--- src/rtl/ir_frame_decoder.sv ---
// ir_frame_decoder
// Serial IR frame decoder for the game controller input path.
// Frame: start bit (0), DATA_BITS data bits LSB first, optional even parity
// bit, stop bit (1). The raw line is double-flopped before any decision.
// Accepted codes above MAX_CODE are rejected with a frame_err pulse.
// Optional feature macro: IRDA_PARITY_EN (adds the PARITY state).
//
//   state     | meaning
//   ----------+-----------------------------------------------------------
//   IDLE      | line idle, waiting for irda_s to fall
//   START     | half a bit period into the start bit, glitch check
//   DATA      | sampling data bits at mid-bit, shifting in LSB first
//   PARITY    | sampling parity bit (only with IRDA_PARITY_EN)
//   STOP      | sampling stop bit, range check, publish code
//   WAIT_IDLE | framing error seen, wait for the line to return high

module ir_frame_decoder #(
  parameter int DATA_BITS = 3,
  parameter int BIT_TICKS = 32,
  parameter int MAX_CODE  = 6,
  parameter int CNT_W     = 2
) (
  input  logic                 clk,
  input  logic                 rst,
  input  logic                 irda,
  output logic [DATA_BITS-1:0] code,
  output logic                 valid,
  output logic                 frame_err,
  output logic                 busy,
  output logic [CNT_W-1:0]     frame_cnt
);

  localparam int TICK_W = $clog2(BIT_TICKS);
  localparam int IDX_W  = (DATA_BITS > 1) ? $clog2(DATA_BITS) : 1;

  localparam logic [TICK_W-1:0]    BIT_TC   = TICK_W'(BIT_TICKS - 1);
  localparam logic [TICK_W-1:0]    HALF_TC  = TICK_W'(BIT_TICKS / 2 - 1);
  localparam logic [IDX_W-1:0]     LAST_IDX = IDX_W'(DATA_BITS - 1);
  localparam logic [DATA_BITS-1:0] MAX_C    = DATA_BITS'(MAX_CODE);

  typedef enum logic [2:0] {
    IDLE      = 3'd0,
    START     = 3'd1,
    DATA      = 3'd2,
    STOP      = 3'd3,
`ifdef IRDA_PARITY_EN
    PARITY    = 3'd5,
`endif
    WAIT_IDLE = 3'd4
  } state_t;

  state_t               state;
  logic                 irda_m;
  logic                 irda_s;
  logic [TICK_W-1:0]    tick;
  logic [IDX_W-1:0]     bit_idx;
  logic [DATA_BITS-1:0] shift;
  logic [DATA_BITS:0]   shift_cat;

  // Right shift with the new sample entering at the MSB; works for DATA_BITS=1.
  assign shift_cat = {irda_s, shift};

  // busy is decoded straight from the state register.
  assign busy = (state != IDLE);

  // Two-flop synchroniser; resets to the idle-high line level.
  always_ff @(posedge clk or posedge rst) begin
    if (rst) begin
      irda_m <= 1'b1;
      irda_s <= 1'b1;
    end else begin
      irda_m <= irda;
      irda_s <= irda_m;
    end
  end

  // Frame FSM with registered code/valid/frame_err/frame_cnt.
  always_ff @(posedge clk or posedge rst) begin
    if (rst) begin
      state     <= IDLE;
      tick      <= '0;
      bit_idx   <= '0;
      shift     <= '0;
      code      <= '0;
      valid     <= 1'b0;
      frame_err <= 1'b0;
      frame_cnt <= '0;
    end else begin
      valid     <= 1'b0;
      frame_err <= 1'b0;
      case (state)
        IDLE: begin
          tick    <= '0;
          bit_idx <= '0;
          if (!irda_s) state <= START;
        end
        START: begin
          if (tick == HALF_TC) begin
            tick <= '0;
            if (irda_s) begin
              // Line went back high before mid-start: treat as a glitch.
              state <= IDLE;
            end else begin
              bit_idx <= '0;
              state   <= DATA;
            end
          end else begin
            tick <= tick + 1'b1;
          end
        end
        DATA: begin
          if (tick == BIT_TC) begin
            tick  <= '0;
            shift <= shift_cat[DATA_BITS:1];
            if (bit_idx == LAST_IDX) begin
`ifdef IRDA_PARITY_EN
              state <= PARITY;
`else
              state <= STOP;
`endif
            end else begin
              bit_idx <= bit_idx + 1'b1;
            end
          end else begin
            tick <= tick + 1'b1;
          end
        end
`ifdef IRDA_PARITY_EN
        PARITY: begin
          if (tick == BIT_TC) begin
            tick <= '0;
            if (irda_s == ^shift) begin
              state <= STOP;
            end else begin
              frame_err <= 1'b1;
              state     <= WAIT_IDLE;
            end
          end else begin
            tick <= tick + 1'b1;
          end
        end
`endif
        STOP: begin
          if (tick == BIT_TC) begin
            tick <= '0;
            if (!irda_s) begin
              frame_err <= 1'b1;
              state     <= WAIT_IDLE;
            end else if (shift > MAX_C) begin
              frame_err <= 1'b1;
              state     <= IDLE;
            end else begin
              code      <= shift;
              valid     <= 1'b1;
              frame_cnt <= frame_cnt + 1'b1;
              state     <= IDLE;
            end
          end else begin
            tick <= tick + 1'b1;
          end
        end
        WAIT_IDLE: begin
          tick <= '0;
          if (irda_s) state <= IDLE;
        end
        default: begin
          tick  <= '0;
          state <= IDLE;
        end
      endcase
    end
  end

endmodule

--- config.mk ---
export PLATFORM = sky130hd
export DESIGN_NAME = ir_frame_decoder
export DESIGN_NICKNAME = d
export VERILOG_FILES = /design/src/rtl/ir_frame_decoder.sv
export SDC_FILE = /design/constraint.sdc
export NUM_CORES = 1
export LEC_CHECK = 0
export CORE_AREA = 2 2 54 56
export CTS_CLUSTER_DIAMETER = 120
export CTS_CLUSTER_SIZE = 8
export DETAILED_ROUTE_END_ITERATION = 8
export DIE_AREA = 0 0 56 58
export PLACE_DENSITY = 0.68
export SETUP_SLACK_MARGIN = 0.5
export SYNTH_ARGS = -nofsm -noshare
export SYNTH_HDL_FRONTEND = slang
export SYNTH_SLANG_ARGS = --single-unit
--- constraint.sdc ---
create_clock -name clk -period 2.1 [get_ports clk]
set_input_delay 0.42 -clock clk [delete_from_list [all_inputs] [get_ports clk]]
set_output_delay 0.42 -clock clk [all_outputs]
set_load 0.01 [all_outputs]
==> metrics.txt, run 1 <==
Worst Setup End Kind=flip-flop; total of max-cap violations=0; Post-synth EDFFs=0; worst hold margin=370.4 ps; Hold Path Class=flip-flop to flip-flop; worst clock skew=9.180 ps; Min Clock Period, post-route=1786 ps; clock-pin slew on the worst setup and hold paths=130 ps; fmax=559.8 MHz; CTS tree=built; clk buf depth=2; crit path kind=flip-flop to flip-flop; core area=2663 sq um; CTS Buf Count=3; WL final=a little under 2000 um; vias in the first global route=715; Post-Synthesis Cells=84; Clock Latency Late Sink=around 310 ps; crit path launch type=flip-flop; Worst R2R End=bit_idx[1]; worst path arrival time=1980 ps; most frequent cells in the layout=19 x dfrtp_1, 12 x buf_4, 9 x nor2_1, 7 x inv_1, 7 x dlygate4sd2_1; die area=3248 sq um; Worst VDD drop=560.7 uV; reg2reg start=tick[1]; ratio of cells with drive above 1 in the final layout=0.3796; async set-reset flop share out of synthesis=1.000; Setup crit start=tick[1]; Lkg Pwr=between 0.6 and 0.7 nW; Top Layer Used=met4; Hold Crit Start=irda_m; Yosys warning count=0; grt total ovfl=0; antenna viol nets, final=0; DR pass1 iterations=3; ys flop type=dfrtp_1; fin nets=117; initial antenna violation count=0; DR iter-0 viols=10; slew at the pin closest to its max-slew limit=280.1 ps; design area=1381 sq um; max-slew violations=0; antenna diode count=0; final cycle utilization of the critical path=0.8507; via/cell ratio=4.791; Routed met1 length=828 um; unrepaired setup endpoints after global routing=true; largest net degree at the start of global routing=23; synth unique cells=32; filler cell count=241; TNS Setup=0 ps; Placement Cell Area=1205 sq um; PwrDens=633.7 nW/um^2; commonest non-fill, non-tap cell in the layout=dfrtp_1; Min-Delay Path Depth=0; syn_nets=92; HPWL Detailed=1164 um; clk sinks=22; Die Y=58 um; reg2reg path depth=6; R2R Setup Slk=310 ps; num rows=19; routability congestion estimate=between 0.7 and 0.8; htree depth=1; DRC viols=0; CP max FO=3; detailed-route via count=666; Rel. slew slack=0.8133; share of the yosys chip area belonging to registers=0.5325; P&R area growth vs syn=33.01%; CP Data Required Time=2290 ps; met3 wire len=around 53 um; All-Layer GR Usage=0.1365; post-synthesis cell area=about 1000 sq um; register bit total from synthesis=22; post-synthesis average cell area=12.36 sq um; io pins=11; Port Buf Inserts=10; first-pass GRT wire length=3312 um; Hold Vio Cnt, Final=0; CTS root buf=clkbuf_4; WL met2=1014 um; CTS Hold Buffers Added=0; Initial Utilization=0.3900; die width=56 um; final setup fails=0; WL per Instance=14.10 um; Hold Path End=irda_s; status=complete, no violations
-- what timing repair did --
action	4_1_cts	5_1_grt
setup endpoints to repair	20	14
pin swaps	2	5
buffers inserted	6	4
gates resized for setup	15	10
-- where the power goes --
group	switching [mW]	internal, mW	leakage [nW]
logic	0.0442	0.0491	0.353
clock network	0.130	0.193	0.0279
registers	0.0168	0.442	0.293
-- per-layer routing --
metal | up-vias | GRT usage
met5 | - | 0
met3 | 6 | 0.03125
li1 | 330 | -
met1 | 320 | 0.1626
met4 | 0 | 0.09864
met2 | 10 | 0.2185
-- per-stage QoR --
stage / setup WS (ps) / utilization / std cells / power, mW
3_3_place_gp: 365.8 / 0.4525 / 125 / 0.5386
4_1_cts: 306.9 / 0.4930 / 135 / 0.8679
3_5_place_dp: 291.7 / 0.4525 / 125 / 0.5411
2_1_floorplan: 410.6 / - / 84 / 0.5165
5_1_grt: 212.8 / 0.5188 / 139 / 0.9245
6_report: 313.6 / 0.5188 / 139 / 0.8753
-- how the worst max path moves through the flow --
| stage | cells after the start | slack, ps | endpoint |
|---|---|---|---|
| 2_1_floorplan | 6 | 410 | code[0] |
| 3_3_place_gp | 6 | 370 | bit_idx[1] |
| 3_5_place_dp | 6 | 290 | bit_idx[0] |
| 4_1_cts | 6 | 310 | bit_idx[0] |
| 5_1_grt | 6 | 210 | bit_idx[0] |
| 6_report | 6 | 310 | bit_idx[1] |
-- area by class of cell --
class                           instances  area [sq um]  area share
Clock inverter                          1         30.03     0.02174
Timing Repair Buffer                   23         187.7      0.1359
Sequential cell                        22         554.3      0.4013
Tap cell                               31         38.79     0.02808
Multi-Input combinational cell         52         521.8      0.3777
Inverter                                7         26.28     0.01902
Clock buffer                            3         22.52     0.01630
-- cells by family (layout without fill, tap and decap cells) --
| kind of cell | count (synthesis) | after routing | share of synthesized area |
|---|---|---|---|
| multiplexers | 9 | 9 | 0.1060 |
| XOR/XNOR | 4 | 4 | 0.03374 |
| flip-flops | 22 | 22 | 0.5325 |
| AO/OA/AOI/OAI | 7 | 7 | 0.05301 |
| adder cells (fa/ha/maj) | 5 | 5 | 0.06024 |
| AND/OR/NAND/NOR | 27 | 27 | 0.1627 |
| buffers and inverters | 10 | 34 | 0.05181 |
-- cells in the mapped netlist (all sizes together) (2+ instances only) --
cell    count  area share
dfrtp      20        0.48
mux2i       2       0.019
nand2       2      0.0072
mux2        7       0.087
dfstp       2       0.051
buf         3       0.026
inv         7       0.025
nor3b       2       0.014
nand3       3       0.027
xnor2       3       0.025
nor2b       2       0.012
nand2b      2       0.012
ha          5       0.060
nor2        9       0.033
-- critical path, stage by stage (launching register included) --
cell and delay (ps):
dfrtp_1 410, ha_4 150, and3_4 210, ha_4 130
or3b_4 390, a221oi_4 250, o22ai_1 130
-- registers in the layout, indices dropped and copies added (netlist names) --
| register | flops |
|---|---|
| frame_err | 1 |
| code | 3 |
| shift | 3 |
| bit_idx | 2 |
| tick | 5 |
| frame_cnt | 2 |
| state | 3 |
| irda_m | 1 |
| valid | 1 |
| irda_s | 1 |
Power figures use the tool's default switching activity.
==> run 2, diff against run 1 <==
--- a/config.mk
+++ b/config.mk
@@ -12,6 +12,7 @@
 export DIE_AREA = 0 0 56 58
 export PLACE_DENSITY = 0.68
 export SETUP_SLACK_MARGIN = 0.5
+export SLEW_MARGIN = 20
 export SYNTH_ARGS = -nofsm -noshare
 export SYNTH_HDL_FRONTEND = slang
 export SYNTH_SLANG_ARGS = --single-unit
==> results of run 2 <==
No change in the layout: final DEF, timing and power equal those of run 1.
==> run 3, diff against run 2 <==
--- a/config.mk
+++ b/config.mk
@@ -16,3 +16,4 @@
 export SYNTH_ARGS = -nofsm -noshare
 export SYNTH_HDL_FRONTEND = slang
 export SYNTH_SLANG_ARGS = --single-unit
+export TNS_END_PERCENT = 20
==> run 3 against run 2 <==
Compared with the run above:
- worst setup slack improved by 36 ps
- final cell count fell by 2.2%
- critical path depth did not move
- sequential share of layout area rose by 2.3 points
- via count fell by 1.8%
- largest cell class unchanged
==> metrics.txt, run 3 (synthesis gave the netlist of run 1 again) <==
crit-path cells=ha_2 -> and3_4 -> ha_4 -> or3b_4 -> a221oi_4 -> o22ai_1; HPWL Detailed=1097 um (-5.8%); Setup WS post-layout=349.7 ps (+36.12 ps); fin cells=136 (-2.2%); Hold Path Class=flip-flop to flip-flop; CP bufs+invs=0 (unchanged); clk sinks=22 (unchanged); worst clock skew=5.839 ps (-3.340 ps); CP max FO=3 (unchanged); area of the multi-input gates=475.5 sq um (-8.9%); DR iter-0 viols=10 (unchanged); TNS Setup=0 ps (unchanged); Hold Vio Cnt, Final=0 (unchanged); # placed instances=125 (unchanged); Min Clock Period, post-route=1750 ps (-36.12 ps); vias in the first global route=681 (-4.8%); commonest non-fill, non-tap cell in the layout=dfrtp_1; WL final=1628 um (-17%); DR pass1 iterations=4 (+1); max reg flops=5 (unchanged); max-slew violations=0 (unchanged); CTS tree=built; Lkg Pwr=0.6016 nW (-11%); die area=3248 sq um (unchanged); detailed-route via count=654 (-1.8%); ratio of cells with drive above 1 in the final layout=0.3048 (-0.07487); P&R area growth vs syn=25.78%; PwrDens=593.9 nW/um^2 (-6.3%); FF/Latch Area=554.3 sq um (unchanged); fmax=571.3 MHz (+2.1%); Routed met1 length=752 um (-9.2%); pre-CTS setup slack=310.9 ps (+19.21 ps); WL met2=807 um (-20%); grt total ovfl=0 (unchanged); unrepaired setup endpoints after global routing=true; Top Layer Used=met4; htree depth=1 (unchanged); slowest stage cell on the critical path=or3b_4; CTS Buf Count=3 (unchanged); status=complete, no violations; via/cell ratio=4.809 (+0.36%); Port Buf Inserts=10 (unchanged); CP delay by family, top=simple AND/OR/NAND/NOR gates; most frequent cells in the layout=19 x dfrtp_1, 10 x buf_4, 9 x nor2_1, 9 x clkdlybuf4s50_1, 7 x inv_1; clk buf depth=2 (unchanged); CTS root buf=clkbuf_4; CP max stage delay=390 ps (-20 ps); All-Layer GR Usage=0.1144 (-0.02207); DRC viols=0 (unchanged); antenna diode count=0 (unchanged); antenna viol nets, final=0 (unchanged); initial antenna violation count=0 (unchanged); total of max-cap violations=0 (unchanged); clock-pin slew on the worst setup and hold paths=120 ps (about the same); Initial Utilization=0.3900 (unchanged); Placement Cell Area=1192 sq um (-1.0%); CP Data Required Time=2290 ps (about the same); design area=1306 sq um (-5.4%); die width=56 um (unchanged); io pins=11 (unchanged); fin nets=114 (-2.6%); crit path launch type=flip-flop; first-pass GRT wire length=2877 um (-13%); Die Y=58 um (unchanged); Top reg by flops=tick; core area=2663 sq um (unchanged); Worst Setup End Kind=flip-flop; final cycle utilization of the critical path=0.8335 (-0.01720); Rel. slew slack=0.7571 (-0.05618); WL per Instance=11.97 um (-15%); final setup fails=0 (unchanged); worst path arrival time=1940 ps (-40 ps); crit path kind=flip-flop to flip-flop; routability congestion estimate=0.6693 (-5.9%); Clock Latency Late Sink=300 ps (about the same); filler cell count=265 (+10%); met3 wire len=48 um (-9.4%); slew at the pin closest to its max-slew limit=363.6 ps (+83.52 ps); Worst VDD drop=469.3 uV (-16%); largest net degree at the start of global routing=23 (unchanged); num rows=19 (unchanged)
## run 3: cell types whose count changed in the layout (fill, tap and decap cells not counted), sizes merged
cell           delta
clkbuf            +1
bufinv            -1
buf               -4
dlygate4sd2       -7
clkdlybuf4s50     +7
clkdlybuf4s15     +1
## run 3: routing by layer
metal,global-route usage,up-vias
met1,0.1463,318
met4,0.05782,0
met3,0.02902,4
li1,-,324
met2,0.1815,8
met5,0,-
## run 3: layout make-up
type | instances | share of cell area
sequential | 22 | 0.4243
multi-input combinational | 52 | 0.3640
timing repair buffer | 20 | 0.1341
tap | 31 | 0.02969
clock buffer | 4 | 0.02778
inverter | 7 | 0.02011
## run 3: final timing paths
| check | start | to | slack, ps | cells after the start |
|---|---|---|---|---|
| max | tick[0] | bit_idx[1] | 350 | 6 |
| min reg2reg | irda_m | irda_s | 360 | 0 |
| min | irda_m | irda_s | 360 | 0 |
| max in group asynchronous | rst | irda_m | 1390 | 3 |
| min in group asynchronous | rst | tick[0] | 430 | 3 |
| max reg2reg | tick[0] | bit_idx[1] | 350 | 6 |
## run 3: metrics by stage
stage / hold slack, ps / util / power, mW
floorplan: 345.2 / - / 0.5164
global placement: 346.2 / 0.4478 / 0.5387
detailed placement: 348.5 / 0.4478 / 0.5422
CTS: 366.6 / 0.4751 / 0.7817
global route: 374.1 / 0.4906 / 0.8266
finish: 363.7 / 0.4906 / 0.7757
## run 3: repair_timing
item,in CTS,in global routing
setup buffers,3,4
pin swaps,3,2
setup endpoints to repair,19,22
resized for setup,5,1
hold buffers,0,0
## run 3: power by group
part / switching (mW) / internal, mW
Sequential: 0.0121 / 0.442
Combinational: 0.0434 / 0.0490
Clock: 0.123 / 0.106
Total: 0.179 / 0.597
